===== src/rtl/midi_parser.sv =====
// MIDI byte-stream parser: turns UART bytes into complete channel, system-common
// and real-time messages, with running status, sysex framing and a one-deep
// output holding register with valid/ack handshake.
module midi_parser #(
    parameter bit RT_PASS = 1'b1,
    parameter bit DROP_FE = 1'b0
) (
    input  logic       clk,
    input  logic       rst,
    input  logic [7:0] rx_data,
    input  logic       rx_data_rdy,
    output logic [7:0] msg_status,
    output logic [6:0] msg_data1,
    output logic [6:0] msg_data2,
    output logic [1:0] msg_len,
    output logic       msg_valid,
    input  logic       msg_ack,
    output logic       sysex_active,
    output logic       overflow,
    output logic       orphan
);

    typedef enum logic [1:0] {StIdle, StWaitD1, StWaitD2, StSysex} state_e;

    state_e     state_q, state_d;
    logic [7:0] rs_q, rs_d;
    logic [6:0] d1_q, d1_d;
    logic       rdy_q;
    logic       sysex_d;
    logic       orphan_d;
    logic       accept;

    // Completed message candidate for the output register
    logic       done;
    logic [7:0] o_status;
    logic [6:0] o_d1;
    logic [6:0] o_d2;
    logic [1:0] o_len;

    // Number of data bytes that follow a given status byte
    function automatic logic [1:0] data_len(input logic [7:0] s);
        logic [1:0] n;
        n = 2'd0;
        case (s[7:4])
            4'h8, 4'h9, 4'hA, 4'hB, 4'hE: n = 2'd2;
            4'hC, 4'hD:                   n = 2'd1;
            4'hF: begin
                if (s == 8'hF1 || s == 8'hF3) n = 2'd1;
                else if (s == 8'hF2)          n = 2'd2;
            end
            default: n = 2'd0;
        endcase
        return n;
    endfunction

    // Rising edge of rdy means one new byte, whether rdy is a pulse or a level
    assign accept = rx_data_rdy & ~rdy_q;

    // Decode the accepted byte into next parser state and a possible completed message
    always_comb begin
        state_d  = state_q;
        rs_d     = rs_q;
        d1_d     = d1_q;
        sysex_d  = sysex_active;
        orphan_d = 1'b0;
        done     = 1'b0;
        o_status = 8'h00;
        o_d1     = 7'd0;
        o_d2     = 7'd0;
        o_len    = 2'd0;
        if (accept) begin
            if (rx_data >= 8'hF8) begin
                // Real-time: never disturbs parser state
                if (RT_PASS && !(DROP_FE && rx_data == 8'hFE)) begin
                    done     = 1'b1;
                    o_status = rx_data;
                end
            end else if (rx_data[7]) begin
                if (rx_data == 8'hF0) begin
                    rs_d    = 8'h00;
                    sysex_d = 1'b1;
                    state_d = StSysex;
                end else if (rx_data == 8'hF7) begin
                    // End of exclusive outside a frame is ignored
                    if (state_q == StSysex) begin
                        sysex_d = 1'b0;
                        state_d = StIdle;
                    end
                end else if (rx_data == 8'hF4 || rx_data == 8'hF5) begin
                    rs_d    = 8'h00;
                    sysex_d = 1'b0;
                    state_d = StIdle;
                end else if (rx_data == 8'hF6) begin
                    rs_d     = 8'h00;
                    sysex_d  = 1'b0;
                    state_d  = StIdle;
                    done     = 1'b1;
                    o_status = rx_data;
                end else begin
                    // Channel status or F1..F3: wait for data
                    rs_d    = rx_data;
                    sysex_d = 1'b0;
                    state_d = StWaitD1;
                end
            end else begin
                unique case (state_q)
                    StIdle:   orphan_d = 1'b1;
                    StSysex:  ;
                    StWaitD1: begin
                        if (data_len(rs_q) == 2'd2) begin
                            d1_d    = rx_data[6:0];
                            state_d = StWaitD2;
                        end else begin
                            done     = 1'b1;
                            o_status = rs_q;
                            o_d1     = rx_data[6:0];
                            o_len    = 2'd1;
                        end
                    end
                    StWaitD2: begin
                        done     = 1'b1;
                        o_status = rs_q;
                        o_d1     = d1_q;
                        o_d2     = rx_data[6:0];
                        o_len    = 2'd2;
                    end
                endcase
                // Channel messages keep running status; system common drops it
                if (done) begin
                    if (rs_q[7:4] == 4'hF) begin
                        rs_d    = 8'h00;
                        state_d = StIdle;
                    end else begin
                        state_d = StWaitD1;
                    end
                end
            end
        end
    end

    // Parser state and registered outputs, including hold/ack/overflow handling
    always_ff @(posedge clk or negedge rst) begin
        if (!rst) begin
            state_q      <= StIdle;
            rs_q         <= 8'h00;
            d1_q         <= 7'd0;
            rdy_q        <= 1'b0;
            sysex_active <= 1'b0;
            orphan       <= 1'b0;
            overflow     <= 1'b0;
            msg_valid    <= 1'b0;
            msg_status   <= 8'h00;
            msg_data1    <= 7'd0;
            msg_data2    <= 7'd0;
            msg_len      <= 2'd0;
        end else begin
            state_q      <= state_d;
            rs_q         <= rs_d;
            d1_q         <= d1_d;
            rdy_q        <= rx_data_rdy;
            sysex_active <= sysex_d;
            orphan       <= orphan_d;
            if (done) begin
                if (msg_valid && !msg_ack) begin
                    overflow <= 1'b1;
                end else begin
                    msg_valid  <= 1'b1;
                    msg_status <= o_status;
                    msg_data1  <= o_d1;
                    msg_data2  <= o_d2;
                    msg_len    <= o_len;
                end
            end else if (msg_ack) begin
                msg_valid <= 1'b0;
            end
        end
    end

endmodule


===== config.mk =====
export PLATFORM = sky130hd
export DESIGN_NAME = midi_parser
export DESIGN_NICKNAME = d
export VERILOG_FILES = /design/src/rtl/midi_parser.sv
export SDC_FILE = /design/constraint.sdc
export NUM_CORES = 1
export LEC_CHECK = 0
export ABC_AREA = 1
export CORE_UTILIZATION = 47
export DETAILED_ROUTE_END_ITERATION = 8
export HOLD_SLACK_MARGIN = 0.1
export PLACE_DENSITY = 0.73
export SYNTH_ARGS = -nofsm -noshare
export SYNTH_HDL_FRONTEND = slang
export SYNTH_SLANG_ARGS = --single-unit

===== constraint.sdc =====
create_clock -name clk -period 4.9 [get_ports clk]
set_input_delay 1.225 -clock clk [delete_from_list [all_inputs] [get_ports clk]]
set_output_delay 1.225 -clock clk [all_outputs]
set_load 0.1 [all_outputs]

==> results of run 1 <==
final timing paths:
path,from,end,slack (ns)
max,rx_data[7],msg_status[5]$_DFFE_PN0P_,1.51
min,msg_data1[5]$_DFFE_PN0P_,msg_data1[5]$_DFFE_PN0P_,0.49
max reg2reg,state_q[0]$_DFFE_PN0P_,msg_status[1]$_DFFE_PN0P_,2.48
min reg2reg,msg_data1[5]$_DFFE_PN0P_,msg_data1[5]$_DFFE_PN0P_,0.49
max in group asynchronous,rst,d1_q[6]$_DFFE_PN0P_,3.16
min in group asynchronous,rst,d1_q[0]$_DFFE_PN0P_,1.09
registers in the layout, summed over array words and instances (netlist names):
register      flops
d1_q              7
msg_data1         7
msg_data2         7
msg_len           2
msg_status        8
msg_valid         1
orphan            1
overflow          1
rdy_q             1
rs_q              8
state_q           2
sysex_active      1
power breakdown:
group	total (mW)	internal, mW	switching [mW]
Combinational	0.641	0.161	0.480
Clock	0.240	0.113	0.127
Sequential	0.519	0.461	0.0576
Total	1.40	0.736	0.665
stage by stage:
stage	utilization, %	instances	setup slack, ns	area [µm²]	hold slack [ns]
4_1_cts	60.1	402	1.54	2900	0.488
2_1_floorplan	-	298	2.36	2390	0.453
5_1_grt	60.1	402	1.23	2900	0.495
3_3_place_gp	58.2	394	1.30	2800	0.465
3_5_place_dp	58.2	394	1.23	2800	0.464
6_report	60.1	402	1.51	2900	0.487
worst min-delay path, stage by stage (launching register included):
cell     delay, ns
dfrtp_1       0.35
nand2_1       0.06
nand2_1       0.06
Yosys cell counts, types with 4 or more instances:
cell,instances,area share (%)
nand2_1,96,15
dfrtp_1,46,48
inv_1,27,4.2
nand4_1,24,6.3
nor2_1,18,2.8
o21ai_0,16,3.3
nand3_1,15,3.1
o21ai_1,7,1.5
clkbuf_1,5,0.78
o21ai_2,5,1.8
a21oi_1,4,0.84
ha_1,4,2.1
inv_2,4,0.63
nand2_2,4,1.0
nor2_2,4,1.0
logic make-up after synthesis:
| kind of cell | count (synthesis) | share of synthesized area [%] |
|---|---|---|
| AO/OA/AOI/OAI | 35 | 8.37 |
| buffers and inverters | 43 | 7.84 |
| flip-flops | 46 | 48.1 |
| multiplexers | 1 | 0.471 |
| adder cells (fa/ha/maj) | 4 | 2.09 |
| AND/OR/NAND/NOR | 169 | 33.1 |
per-layer routing:
layer,routed length [µm],vias to the layer above,part of all wire [%],GRT usage [%]
met4,68,0,1.3,7.05
met2,2380,59,44,33.4
met3,255,8,4.7,4.25
met1,2710,916,50,33.9
li1,-,1040,-,-
met5,0,-,0,0
layout make-up:
cell class                 count  share of cell area (%)
sequential                    46                    39.7
multi-input combinational    209                    36.4
timing repair buffer          40                    13.6
inverter                      32                    4.15
tap                           67                    2.89
clock buffer                   6                    2.85
clock inverter                 2                   0.432
==> run metrics, run 1 <==
status=complete, no violations; Worst-Margin Slew=1.03 ns; CP max-delay cell=clkdlybuf4s50_1; Die ar.=5380 µm²; pwr dens=483 nW/µm²; worst skew pair latency=approximately 0.3 ns; Filler cells=470; Post-Syn Nets=about 310; TritonCTS sink count=46; CTS tree=done; Synth Instances=298; Hold Crit Class=register to register; total gr overflow=0; Max Root-Sink Buffers=2; PortBufs=39; Via density=5.03; vias in the first global route=1842; Critical Path RT=5.10 ns; Final ANT Viol Nets=0; critical path depth in cells=10; Startpoint Class=input port; final-report hold violation count=0; Fmax achieved=approximately 0.3 GHz; DP Wirelength=3950 µm; Post-synth EDFFs=0; CORE AREA=between 4000 and 5000 µm²; TritonCTS buffer count=5; arrival time at the worst endpoint=3.59 ns; vias=2023; yosys warns=0; Die H=73.3 µm; Critical Path Sink Type=register; worst-path cell chain=clkdlybuf4s50_1, clkinv_1, nand2_1, inv_1, nand2_2, nand2_4, nand3_2, nand2_1, nand2_1, inv_1; kind of critical path=input port to register; endpoints failing setup=0; Clk pin slew, worst setup/hold paths=0.08 ns; peak supply drop=0.000199 V; Final period util=69.3%; Post-Route WL=5410 µm; antenna fix cells=0; pin count of the biggest net entering global routing=47; Post-Syn Area=2390 µm²; commonest non-fill, non-tap cell in the layout=nand2_1; most used cell, CP=nand2_1; CP max FO=38; I/O pin cnt=40; leakage=1.37 nW; Post-synth top flop=dfrtp_1; TNS Setup=0 ns; First-pass DRT Iterations=4; DRC=0; gr usage total=between 20% and 30%; std cell rows=25; CP delay by family, top=buffers and inverters; max-slew violations=0; max incr delay on CP=0.65 ns; global-route wire length before repair=9170 µm; Starting Density=about half; DRT iter0 DRCs=146; relative slew slack=between 30 and 40%; post-synthesis sequential area ratio=roughly 48%; Hold Path Stages=2; FF/Latch Area=1150 µm²; Area growth syn-to-layout=21.1%; wire per inst=13.5 µm; Total Power=1.40 mW; Max-Cap Viols=0; share of post-route cells with drive strength above 1=10.4%; PostCTS Resize Cnt=0; Post-CTS Hold Buffers=0; # Post-CTS Setup Buffers=0; clk root buf=clkbuf_8; antenna violations before repair=0; H-Tree Depth=2; gpl congestion=0.912; worst r2r path cells=8; area of the multi-input gates=between 1000 and 1500 µm²; clock skew=0.00460 ns; CP Buf/Inv Count=4; Yosys cell types=28; ys async rst share=100%; Die X-Extent=73.3 µm; RSZ-0062 raised after global routing=no; #FFs+latches synth=46; post-route minimum period=3.39 ns; most frequent cells in the layout=96 x nand2_1, 46 x dfrtp_1, 38 x clkdlybuf4s50_1; syn avg cell area=8.03 µm²; Final #Nets=350
Power figures use the tool's default switching activity.
==> run 2: changes to the inputs <==
PLACE_DENSITY = 0.76   (was 0.73)
clock period = 2.8 ns   (was 4.9 ns; I/O delays follow)
==> run 2 against run 1 <==
Effect of this change: power increased by 76%; first-iteration DRC count increased by 42%; sequential power increased by 75%; global-route usage increased by 1.6 points; register-to-register slack got worse by 1.7 ns; final cell count increased by 2.7%; critical path type unchanged; largest power group unchanged; highest routed layer unchanged.
==> run metrics, run 2 (synthesis results as in run 1) <==
Critical R2R Capture=msg_status[0]$_DFFE_PN0P_; Max Root-Sink Buffers=2; gpl congestion=0.984; TritonCTS sink count=46; TritonCTS buffer count=5; endpoints failing setup=0; Critical Path Start=rx_data[5]; DRC=0; final core utilization=60.6%; I/O pin cnt=40; CTS tree=done; post-route minimum period=2.31 ns; Die ar.=~5400 µm²; Die H=73.3 µm; global-route wire length before repair=9770 µm; Final ANT Viol Nets=0; First-pass DRT Iterations=4; Via density=5.23; Clk pin slew, worst setup/hold paths=0.09 ns; CORE AREA=slightly below 5000 µm²; share of post-route cells with drive strength above 1=a little over a fifth; gr usage total=24.3%; Starting Density=between 40% and 50%; wire per inst=14.1 µm; relative slew slack=about 74%; worst r2r path cells=10; pin count of the biggest net entering global routing=39; CP max FO=7; CP max-delay cell=clkdlybuf4s50_1; antenna fix cells=0; most frequent cells in the layout=96 x nand2_1, 46 x dfrtp_1, 39 x buf_4; Post-CTS Hold Buffers=0; Fmax achieved=0.433 GHz; Max-Cap Viols=0; worst-path cell chain=clkdlybuf4s50_1, nand4_2, nor2_4, nand3_4, nand2_4, inv_2, nand2_4, nand2_1, nor2_2, nand2_1, nand2_1; Area growth syn-to-layout=22.0%; Post-Layout Cell Count=413; vias in the first global route=2040; Total Power=2.46 mW; Setup WS post-layout=0.493 ns; hold slack=0.299 ns; status=complete, no violations; Critical Path RT=3.04 ns; Die X-Extent=73.3 µm; std cell rows=25; Startpoint Class=input port; clock skew=0.0110 ns; DP Wirelength=4400 µm; pwr dens=845 nW/µm²; max incr delay on CP=0.62 ns; Worst-Margin Slew=0.393 ns; PortBufs=39; Placed Area=between 2000 and 3000 µm²; Post-Route WL=5820 µm; Final #Nets=361; Hold Crit Class=input port to async pin; kind of critical path=input port to register; final-report hold violation count=0; # Post-CTS Setup Buffers=0; worst skew pair latency=0.31 ns; area of all placed cells without fillers=2920 µm²; commonest non-fill, non-tap cell in the layout=nand2_1; PostCTS Resize Cnt=0; setup slack at placement=0.197 ns; Critical Path Sink Type=register; clk root buf=clkbuf_8; leakage=1.48 nW; RSZ-0062 raised after global routing=no; biggest regs=msg_status: 8 flops, rs_q: 8 flops; placed insts=405; vias=2159; reg2reg start=state_q[1]$_DFFE_PN0P_; r2r setup slk=0.83 ns; arrival time at the worst endpoint=around 2.6 ns; TNS Setup=0 ns; DRT iter0 DRCs=208; most used cell, CP=nand2_1; max-slew violations=0; Filler cells=469; Final period util=82.4%; peak supply drop=0.000371 V; antenna violations before repair=0; total gr overflow=0; H-Tree Depth=2
[run 2: final cells by class]
| type | instances | area (µm²) | share of cell area, % |
|---|---|---|---|
| clock inverter | 1 | 5.00 | 0.172 |
| tap | 67 | 83.8 | 2.87 |
| multi-input combinational | 209 | 1050 | 36.1 |
| timing repair buffer | 51 | 418 | 14.3 |
| sequential | 46 | 1150 | 39.5 |
| inverter | 32 | 120 | 4.12 |
| clock buffer | 7 | 86.3 | 2.96 |
[run 2: per-layer routing]
metal  vias up  track usage, %  part of all wire, %
met4         0            8.55                  1.4
met1      1007            34.6                   46
met3         8            5.08                  7.2
met5         -               0                    0
li1       1064               -                    -
met2        80            36.8                   46
[run 2: worst max-delay path by stage]
stage                     slack [ns]                        end
after global routing            0.33  msg_status[0]$_DFFE_PN0P_
final                           0.49  msg_status[0]$_DFFE_PN0P_
after global placement          0.24   msg_data1[5]$_DFFE_PN0P_
after floorplan                 0.78   msg_data1[0]$_DFFE_PN0P_
after detailed placement        0.20  msg_status[0]$_DFFE_PN0P_
after CTS                       0.51  msg_status[0]$_DFFE_PN0P_
[run 2: worst max-delay path: cells and delay by family]
family	cells	cell delay (ns)
buffers and inverters	2	0.67
AND/OR/NAND/NOR	9	1.18
[run 2: power breakdown]
part	leakage [nW]	internal (mW)	switching (mW)	total, mW
Clock	0.0482	0.199	0.224	0.423
Sequential	0.603	0.807	0.101	0.909
Combinational	0.830	0.277	0.855	1.13
==> run 3: changes to the inputs <==
clock period = 1.9 ns   (was 2.8 ns; I/O delays follow)
==> run 3 against run 2 <==
Effect of this change: sequential share of layout area down 7.4 points; die area is the same; via count up 8.8%; combinational power rose by 81%; register-to-register slack lost 0.71 ns; critical path depth did not move; utilization rose by 14 points; non-clock buffer count up 30; first-iteration DRC count is 31% lower; global-route usage grew 1.9 points; final cell count rose by 7.3%; worst hold slack got worse by 0.16 ns; critical endpoint is now msg_status[5]$_DFFE_PN0P_; largest cell class unchanged.
==> run metrics, run 3 (synthesis results as in run 1) <==
DRC=0; met3 wire len=488 µm; CP max FO=19; total gr overflow=0; Final ANT Viol Nets=0; final-report hold violation count=0; biggest regs=msg_status: 8 flops, rs_q: 8 flops; worst skew pair latency=~0.30 ns; Final #Nets=around 390; gr usage total=26.2%; commonest non-fill, non-tap cell in the layout=nand2_1; clk root buf=clkbuf_8; Post-Route WL=between 6000 and 7000 µm; DRT iter0 DRCs=144; Starting Density=49.7%; max incr delay on CP=0.42 ns; clock skew=approximately 0.0063 ns; Fmax achieved=0.562 GHz; Hold Crit Class=input port to async pin; leakage=between 1.5 and 2 nW; status=complete, no violations; std cell rows=25; CP max-delay cell=dfrtp_1; worst-path cell chain=inv_1, ha_1, nand2_1, inv_1, nand2_2, nand2_4, nand3_4, clkbuf_16, nand2_1, nand2_1, inv_1; post-route minimum period=1.78 ns; hold slack=0.138 ns; global-route wire length before repair=roughly 11000 µm; Die ar.=5380 µm²; Max-Cap Viols=0; Die H=73.3 µm; peak supply drop=0.000709 V; CP Buf/Inv Count=4; pwr dens=1160 nW/µm²; arrival time at the worst endpoint=1.98 ns; Via density=5.30; placed insts=431; CP delay by family, top=simple AND/OR/NAND/NOR gates; I/O pin cnt=40; Worst-Margin Slew=0.509 ns; CORE AREA=4820 µm²; PortBufs=39; Clk pin slew, worst setup/hold paths=approximately 0.080 ns; Startpoint Class=register; vias in the first global route=approximately 2.2k; Post-CTS Hold Buffers=0; share of post-route cells with drive strength above 1=29.0%; antenna fix cells=0; Die X-Extent=73.3 µm; met1 wire length=2790 µm; Max Root-Sink Buffers=2; most frequent cells in the layout=94 x nand2_1, 46 x dfrtp_1, 39 x buf_4; kind of critical path=register to register; vias=about 2.4k; DP Wirelength=4850 µm; Final period util=93.7%; Critical Path RT=about 2.1 ns; gpl congestion=about 1.0; endpoints failing setup=0; antenna violations before repair=0; relative slew slack=66.1%; Area growth syn-to-layout=49.9%; top layer in use=met4; max-slew violations=0; CTS tree=done; DR WL met2=slightly above 3000 µm; pin count of the biggest net entering global routing=39; Critical Path Sink Type=register; TritonCTS buffer count=5; wire per inst=14.7 µm; H-Tree Depth=2; TritonCTS sink count=46; First-pass DRT Iterations=4; Post-Layout Cell Count=443
[run 3: layer usage]
layer  up-vias  global-route usage, %
met1      1112                   37.5
li1       1119                      -
met5         -                      0
met2       106                   40.2
met4         0                   9.83
met3        13                   4.25
[run 3: area by class of cell]
cell class	instances	area (µm²)
multi-input cells	209	1090
flip-flops and latches	46	1150
clock buffers	7	76.3
inverters	32	120
repair buffers	81	1030
clock inverters	1	30.0
fillers	352	1230
well taps	67	83.8
[run 3: worst paths after layout]
path / to / cells after the start / start / slack [ns]
min in group clk: d1_q[3]$_DFFE_PN0P_ / 2 / d1_q[3]$_DFFE_PN0P_ / 0.49
max: msg_status[5]$_DFFE_PN0P_ / 11 / state_q[0]$_DFFE_PN0P_ / 0.12
max reg2reg: msg_status[5]$_DFFE_PN0P_ / 11 / state_q[0]$_DFFE_PN0P_ / 0.12
max in group asynchronous: msg_data2[2]$_DFFE_PN0P_ / 2 / rst / 1.25
min reg2reg: d1_q[3]$_DFFE_PN0P_ / 2 / d1_q[3]$_DFFE_PN0P_ / 0.49
min: overflow$_DFFE_PN0P_ / 1 / rst / 0.14
[run 3: what timing repair did]
action | 4_1_cts | 5_1_grt
resized for setup | 1 | 15
pin swaps | 1 | 0
setup endpoints to repair | 28 | 35
gates cloned | 0 | 1
endpoints found under the hold margin | 0 | 0
setup buffers | 0 | 3
[run 3: stage by stage]
stage	power (mW)	area [µm²]	utilization, %	TNS (ns)	setup slack (ns)
floorplan	2.60	2390	-	0	0.0766
global placement	3.34	3380	70.3	-10.81	-0.320
detailed placement	3.38	3380	70.3	-12.62	-0.356
CTS	4.10	3490	72.4	0	0.00508
global route	4.36	3590	74.5	-0.00708	-0.00523
finish	4.15	3590	74.5	0	0.120
[run 3: power breakdown]
part	internal (mW)	switching (mW)	total (mW)
Sequential	1.19	0.201	1.39
Clock	0.394	0.321	0.715
Combinational	0.738	1.30	2.04
Total	2.32	1.83	4.15
